`config.mk`:
```
export PLATFORM = sky130hd
export DESIGN_NAME = fetch_unit
export DESIGN_NICKNAME = d
export VERILOG_FILES = /design/src/rtl/fetch_unit.sv
export SDC_FILE = /design/constraint.sdc
export NUM_CORES = 1
export LEC_CHECK = 0
export CAP_MARGIN = 20
export CORE_ASPECT_RATIO = 0.7
export CORE_MARGIN = 2
export CORE_UTILIZATION = 25
export CTS_BUF_LIST = sky130_fd_sc_hd__clkbuf_2 sky130_fd_sc_hd__clkbuf_4 sky130_fd_sc_hd__clkbuf_8
export DETAILED_ROUTE_END_ITERATION = 10
export PLACE_DENSITY = 0.54
export SLEW_MARGIN = 20
export SYNTH_ARGS = -nofsm -noshare
export SYNTH_HDL_FRONTEND = slang
export SYNTH_SLANG_ARGS = --single-unit
```
`constraint.sdc`:
```
create_clock -name clock -period 2.92 [get_ports clock]
set_clock_uncertainty 0.15 [all_clocks]
set_input_delay 0.438 -clock clock [delete_from_list [all_inputs] [get_ports clock]]
set_output_delay 0.438 -clock clock [all_outputs]
set_load 0.03 [all_outputs]
```
`src/rtl/fetch_unit.sv`:
```
// Instruction fetch stage: owns the PC, issues one word read at a time over
// req/ack and hands each fetched instruction to the core over valid/ready.
module fetch_unit #(
  parameter logic [31:0] RESET_PC = 32'h0000_0000,
  parameter logic [31:0] NOP_INSN = 32'h0000_0013
) (
  input  logic        clock,
  input  logic        reset,
  output logic        mem_req,
  output logic [31:0] mem_addr,
  input  logic        mem_ack,
  input  logic [31:0] mem_rdata,
  input  logic        redirect,
  input  logic [31:0] redirect_pc,
  output logic [31:0] instruction,
  output logic [31:0] instr_pc,
  output logic        instr_valid,
  input  logic        instr_ready,
  output logic [31:0] fetch_count
);

  localparam int unsigned XLEN = 32;

  localparam logic [1:0] S_IDLE  = 2'd0;
  localparam logic [1:0] S_FETCH = 2'd1;
  localparam logic [1:0] S_HOLD  = 2'd2;

  localparam logic [XLEN-1:0] ALIGN_MASK = ~XLEN'(3);
  localparam logic [XLEN-1:0] PC_INIT    = RESET_PC & ALIGN_MASK;

  logic [1:0]      state_q, state_d;
  logic [XLEN-1:0] pc_q, pc_d;
  logic [XLEN-1:0] pending_pc_q, pending_pc_d;
  logic            drop_q, drop_d;
  logic            mem_req_q, mem_req_d;
  logic [XLEN-1:0] mem_addr_q, mem_addr_d;
  logic            instr_valid_q, instr_valid_d;
  logic [XLEN-1:0] instruction_q, instruction_d;
  logic [XLEN-1:0] instr_pc_q, instr_pc_d;
  logic [XLEN-1:0] fetch_count_q, fetch_count_d;

  logic [XLEN-1:0] target;
  logic            ack;

  assign target = redirect_pc & ALIGN_MASK;
  // An ack only means something while a request is actually outstanding.
  assign ack    = mem_ack && mem_req_q;

  always_comb begin
    state_d       = state_q;
    pc_d          = pc_q;
    pending_pc_d  = pending_pc_q;
    drop_d        = drop_q;
    mem_req_d     = mem_req_q;
    mem_addr_d    = mem_addr_q;
    instr_valid_d = instr_valid_q;
    instruction_d = instruction_q;
    instr_pc_d    = instr_pc_q;
    fetch_count_d = fetch_count_q;

    case (state_q)
      S_IDLE: begin
        state_d    = S_FETCH;
        mem_req_d  = 1'b1;
        mem_addr_d = pc_q;
      end
      S_FETCH: begin
        if (ack && (drop_q || redirect)) begin
          // Stale data: re-request at the newest redirect target.
          pc_d       = redirect ? target : pending_pc_q;
          drop_d     = 1'b0;
          mem_req_d  = 1'b1;
          mem_addr_d = redirect ? target : pending_pc_q;
        end else if (ack) begin
          instruction_d = mem_rdata;
          instr_pc_d    = pc_q;
          instr_valid_d = 1'b1;
          pc_d          = pc_q + XLEN'(4);
          mem_req_d     = 1'b0;
          state_d       = S_HOLD;
        end else if (redirect) begin
          drop_d       = 1'b1;
          pending_pc_d = target;
        end
      end
      S_HOLD: begin
        if (redirect) begin
          instr_valid_d = 1'b0;
          instruction_d = NOP_INSN;
          pc_d          = target;
          mem_req_d     = 1'b1;
          mem_addr_d    = target;
          state_d       = S_FETCH;
        end else if (instr_ready) begin
          fetch_count_d = fetch_count_q + XLEN'(1);
          instr_valid_d = 1'b0;
          instruction_d = NOP_INSN;
          mem_req_d     = 1'b1;
          mem_addr_d    = pc_q;
          state_d       = S_FETCH;
        end
      end
      default: begin
        state_d = S_IDLE;
      end
    endcase
  end

  always_ff @(posedge clock) begin
    if (reset) begin
      state_q       <= S_IDLE;
      pc_q          <= PC_INIT;
      pending_pc_q  <= PC_INIT;
      drop_q        <= 1'b0;
      mem_req_q     <= 1'b0;
      mem_addr_q    <= PC_INIT;
      instr_valid_q <= 1'b0;
      instruction_q <= NOP_INSN;
      instr_pc_q    <= PC_INIT;
      fetch_count_q <= '0;
    end else begin
      state_q       <= state_d;
      pc_q          <= pc_d;
      pending_pc_q  <= pending_pc_d;
      drop_q        <= drop_d;
      mem_req_q     <= mem_req_d;
      mem_addr_q    <= mem_addr_d;
      instr_valid_q <= instr_valid_d;
      instruction_q <= instruction_d;
      instr_pc_q    <= instr_pc_d;
      fetch_count_q <= fetch_count_d;
    end
  end

  assign mem_req     = mem_req_q;
  assign mem_addr    = mem_addr_q;
  assign instr_valid = instr_valid_q;
  assign instruction = instruction_q;
  assign instr_pc    = instr_pc_q;
  assign fetch_count = fetch_count_q;

endmodule

```
---- Yosys cells after proc, flatten, opt, wreduce, memory -nomap -nowiden ----
Cells that the tools add are included.
storage, ports and cells
  input bits .............................. 69
  output and inout bits ................... 130
  logic and storage cells ................. 72
  register bits after elaboration ......... 197
cells by class
  muxes and demuxes ....................... 32
  bitwise gates (word level) .............. 3
  add/sub/neg operators ................... 2
  equality and inequality tests ........... 9
  reduce and logical (&&, ||, !) cells .... 16
operators by type and width
  operator                 count
  $mux W32                 11
  $pmux W32 S2             2
  $pmux W32 S3             1
  $add A32 B1 Y32 const B  1
  $add A32 B3 Y32 const B  1
  $reduce_and A3 Y1        8
  $mux W1                  11
  $mux W2                  4
  $ne A2 B2 Y1 const B     4
  $ne A3 B3 Y1 const B     2
  $pmux W2 S3              1
  $reduce_and A4 Y1        1
  $reduce_bool A2 Y1       2
  $not A1 Y1               3
  $pmux W1 S3              1
  $reduce_bool A3 Y1       1
  $eq A2 B1 Y1 const B     1
  $eq A2 B2 Y1 const B     1
  $logic_and A1 B1 Y1      2
  $logic_not A2 Y1         1
  $ne A2 B1 Y1 const B     1
  $pmux W1 S2              1
  $logic_or A1 B1 Y1       1

---- Longest topological paths before layout ----
  word-level depth ........................ 4
  gate-level depth with buffers ........... 10

---- Worst setup path before layout ----
No wires, ideal clock.
  path type ............................... reg2reg
  from .................................... register state_q[0]
  to ...................................... register pc_q[11]
  data arrival time ....................... 1.900 ns
  buffers on the path ..................... 2
  setup slack ............................. 0.796 ns
  cell stages (with the launch flop) ...... 10
  cells stage by stage .................... dfxtp_1 -> inv_1 -> ha_1 -> buf_2 -> or3b_1 -> nor2_2 -> buf_4 -> a22oi_1 -> o22a_1 -> a31oi_1
on the way
  cells in the longest elaborated chain, start to end .. 3
  elaborated cells on any way between the ends .. 7
  those cells by class .................... eq/ne: 4; mux: 1; reduce/logical: 2
RTL lines
  element                                                line  source
  from (decl)                                            31    logic [1:0] state_q, state_d;
  from (signal assigned)                                 122   state_q <= state_d;
  $eq A2 B1 Y1 / $eq A2 B2 Y1 (equally long branches)    61    case (state_q)
  $ne A3 B3 Y1 (no source line) (tied with other cells)  --
  $reduce_and A3 Y1 (no source line)                     --
  to (signal assigned)                                   123   pc_q <= pc_d;
  to (decl)                                              32    logic [XLEN-1:0] pc_q, pc_d;
Parallel ways exist; a longest one is shown, timed or not.
A chain may end at the register's enable or synchronous reset.

---- Worst setup path in the final report ----
  from .................................... register state_q[0]
  to ...................................... register mem_addr_q[4], in the netlist mem_addr[4]
on the way
  cells in the longest elaborated chain, start to end .. 3
  elaborated cells on any way between the ends .. 8
  those cells by class .................... eq/ne: 4; mux: 1; reduce/logical: 3
RTL lines
  element                                                line  source
  $eq A2 B2 Y1 (tied with other cells)                   61
  $ne A3 B3 Y1 (no source line) (tied with other cells)  --
  $reduce_and A3 Y1 (no source line)                     --
  to (signal assigned)                                   127   mem_addr_q <= mem_addr_d;
  to (decl)                                              36    logic [XLEN-1:0] mem_addr_q, mem_addr_d;
Parallel ways exist; a longest one is shown, timed or not.

==> reports/metrics.csv <==
stage,metric,value,unit
outcome,outcome,finished clean,
sta,crit path time final,2.68,ns
die,FP Rows,58,
synth,number of synthesized flops with an enable pin,0,
global_routing,grt ovf,0,
finish,Area Overhead vs Synth,33.7,%
finish,Layout fillers,3694,
pwr,Gate power share,23.7,%
clock_network,root buffer cell,clkbuf_8,
pwr,leakage,4.13,nW
die,Initial Util,25.3,%
routing,Pre-antenna DRT Iters,6,
placed_design,hpwl dp,24300,µm
pwr,Max IR drop VDD,254,µV
sta,Slew Limit Headroom,53.7,%
finish,area occupied by multi-input gates,0.00467,mm²
sta,Slew @ Worst Pin,0.694,ns
die,Chip Width,231,µm
clock_network,total CTS buffers,17,
clock_network,Clock Tree Buf Depth,2,
pwr,sw frac,34.6,%
sta,share of the clock period used by the worst path,91.9,%
routing,wire length per cell,19.2,µm
worst_setup_path,Critical Path RT,3.13,ns
routing,Final ANT Viol Nets,0,
sta,minimum hold slack,0.102,ns
routing,Starting DRT DRC Count,797,
clock_network,clk slew on worst S/H paths,0.12,ns
global_routing,gr usage total,17.9,%
die,CORE AREA,0.0358,mm²
die,Die H,163,µm
worst_setup_path,CP Launch Type,flop,
min_path,min-delay worst type,in2reg,
pwr,Psw,2.16,mW
finish,NumNets Final,1357,
pwr,Seq pwr share,48.0,%
synth,"Net Count, Synth",1171,
sta,Fmax,373,MHz
synth,Main synth FF type,dfxtp_1,
die,io pins,199,
routing,Vias/cell,5.10,
pwr,Tot Pwr,6.25,mW
sta,post-route setup TNS,0,ns
placed_design,buffers added on ports,196,
pwr,power per cell area,516,mW/mm²
clock_network,H-tree depth,4,
finish,layout cells sized above 1,9.58,%
routing,# DRC,0,
global_routing,largest net degree at the start of global routing,66,
clock_network,TritonCTS clock tree,yes,
worst_setup_path,critical path type,reg2reg,
sta,RSZ-0062 raised after global routing,no,
worst_setup_path,"Max FO, Critical Path",9,
synth,Seq cells post-synth,197,
pwr,Pint,4.09,mW
routing,vias,9056,
synth,Cell variety after synth,75,
die,Die ar.,0.0378,mm²
global_routing,initial antenna violation count,1,
sta,final hold viol count,0,
global_routing,first-pass GRT wire length,51600,µm
synth,Ys Warns,0,
synth,Mapped Cells,1096,
global_routing,vias in the first global route,8283,
sta,Slew Limit Fails,0,
synth,"FFs w/ async S/R, synth",0,%
finish,register area,0.00394,mm²
clock_network,Sink Count,197,
job,Max Cap Viol,0,
clock_network,hold-fix buffers at CTS,0,
worst_setup_path,CP Capture Type,flop,
worst_setup_path,critical path data arrival time,2.89,ns
routing,Routed WL,34100,µm
pwr,Clk network pwr share,28.3,%
synth,syn_area_per_cell,8.26,µm²
synth,synthesized area,0.00906,mm²
placed_design,Placer Congestion,0.841,
clock_network,# Post-CTS Setup Buffers,0,
clock_network,Worst-Skew Late Latency,0.50,ns
clock_network,Resized cells post-CTS,0,
synth,sequential element share of the synthesized area,43.5,%
sta,Final Setup Violations,0,
[critical path, stage by stage, from the launching register on]
cell,delay [ns]
dfxtp_1,0.40
inv_1,0.09
ha_1,0.48
buf_4,0.26
nand2_1,0.10
a21oi_1,0.06
buf_4,0.20
a222oi_1,0.54
buf_4,0.21
a211oi_1,0.06
[cells in the final DEF, fill, tap and decap left out, types with 8 or more instances in the layout]
cell type,instances
a211oi_1,41
a21oi_1,92
a221oi_1,9
a222oi_1,14
a22oi_1,47
a31oi_1,12
and3_1,10
buf_4,55
clkbuf_8,18
clkdlybuf4s50_1,194
dfxtp_1,197
inv_1,20
mux2i_1,19
nand2_1,178
nand3_1,20
nand4_1,17
nor2_1,128
nor3_1,22
o21ai_0,28
o22ai_1,8
or3_1,10
xnor2_1,18
[power groups by stage]
| stage | combinational, mW | sequential [mW] | clock (mW) |
|---|---|---|---|
| finish | 1.48 | 3.00 | 1.77 |
| floorplan | 0.694 | 3.16 | 0 |
| CTS | 1.47 | 3.00 | 1.85 |
| detailed placement | 1.46 | 3.06 | 0 |
| global placement | 1.45 | 3.05 | 0 |
| global route | 1.59 | 3.02 | 1.95 |
[through the flow]
step / worst slack (ns) / area (µm²) / std cells / util [%]
CTS: 0.276 / 12100 / 1775 / 33.8
global route: 0.152 / 12100 / 1775 / 33.8
floorplan: 0.796 / 9060 / 1096 / -
detailed placement: 0.298 / 11700 / 1743 / 32.8
global placement: 0.327 / 11700 / 1743 / 32.8
finish: 0.237 / 12100 / 1776 / 33.9
[worst paths after layout]
| check | start | to | slack (ns) | cells after the start |
|---|---|---|---|---|
| setup / recovery | state_q[0] | mem_addr[4] | 0.24 | 9 |
| hold / removal | reset | drop_q | 0.10 | 2 |
| setup reg to reg | state_q[0] | mem_addr[4] | 0.24 | 9 |
| hold reg to reg | instr_pc[20] | instr_pc[20] | 0.31 | 2 |
[layout make-up]
type	instances	area share [%]
multi-input combinational	791	38.6
sequential	197	32.6
timing repair buffer	255	20.2
tap	480	4.96
clock buffer	19	2.11
clock inverter	13	0.930
inverter	20	0.620
antenna	1	0.0207
[per-layer routing]
layer | share of wire (%) | GRT usage, %
met1 | 48 | 26.2
met3 | 9.7 | 6.27
met5 | 0 | 0
met4 | 0.98 | 3.84
met2 | 41 | 24.9
[state kept, by name, summed over array words and instances (netlist names)]
name,count
fetch_count,32
instr_pc,32
instruction,32
mem_addr,32
pc_q,32
pending_pc_q,32
state_q,2
drop_q,1
instr_valid,1
mem_req,1
[cells in the mapped netlist (all sizes together) (2+ instances only)]
cell,n,area [µm²]
dfxtp,197,3940
nand2,178,668
nor2,131,497
a21oi,92,460
a22oi,47,353
clkbuf,46,173
a211oi,42,315
buf,42,215
o21ai,29,145
nor3,24,136
nand3,21,110
inv,20,75.1
nand4,20,161
mux2i,19,190
xnor2,18,158
a222oi,14,140
a31oi,12,75.1
and3,10,62.6
or3,10,62.6
a221oi,9,78.8
o22ai,9,56.3
o21a,7,53.8
xor2,7,61.3
and4,6,52.6
ha,6,75.1
o211a,6,67.6
o221ai,6,52.6
o32ai,6,60.1
and2,5,32.5
nor4,5,46.3
o221a,5,56.3
a221o,4,40.0
a31o,4,35.0
o211ai,4,40.0
a22o,3,26.3
a32oi,3,26.3
o31a,3,26.3
a41oi,2,17.5
and4b,2,20.0
nand2b,2,15.0
nor3b,2,20.0
o22a,2,17.5
or3b,2,17.5
[cells by family after synthesis]
group	after synthesis	share of synthesized area [%]
AO/OA/AOI/OAI	316	24.3
XOR/XNOR	25	2.42
multiplexers	20	2.22
AND/OR/NAND/NOR	424	21.5
flip-flops	197	43.5
adder cells (fa/ha/maj)	6	0.829
buffers and inverters	108	5.11
Power figures use the tool's default switching activity.
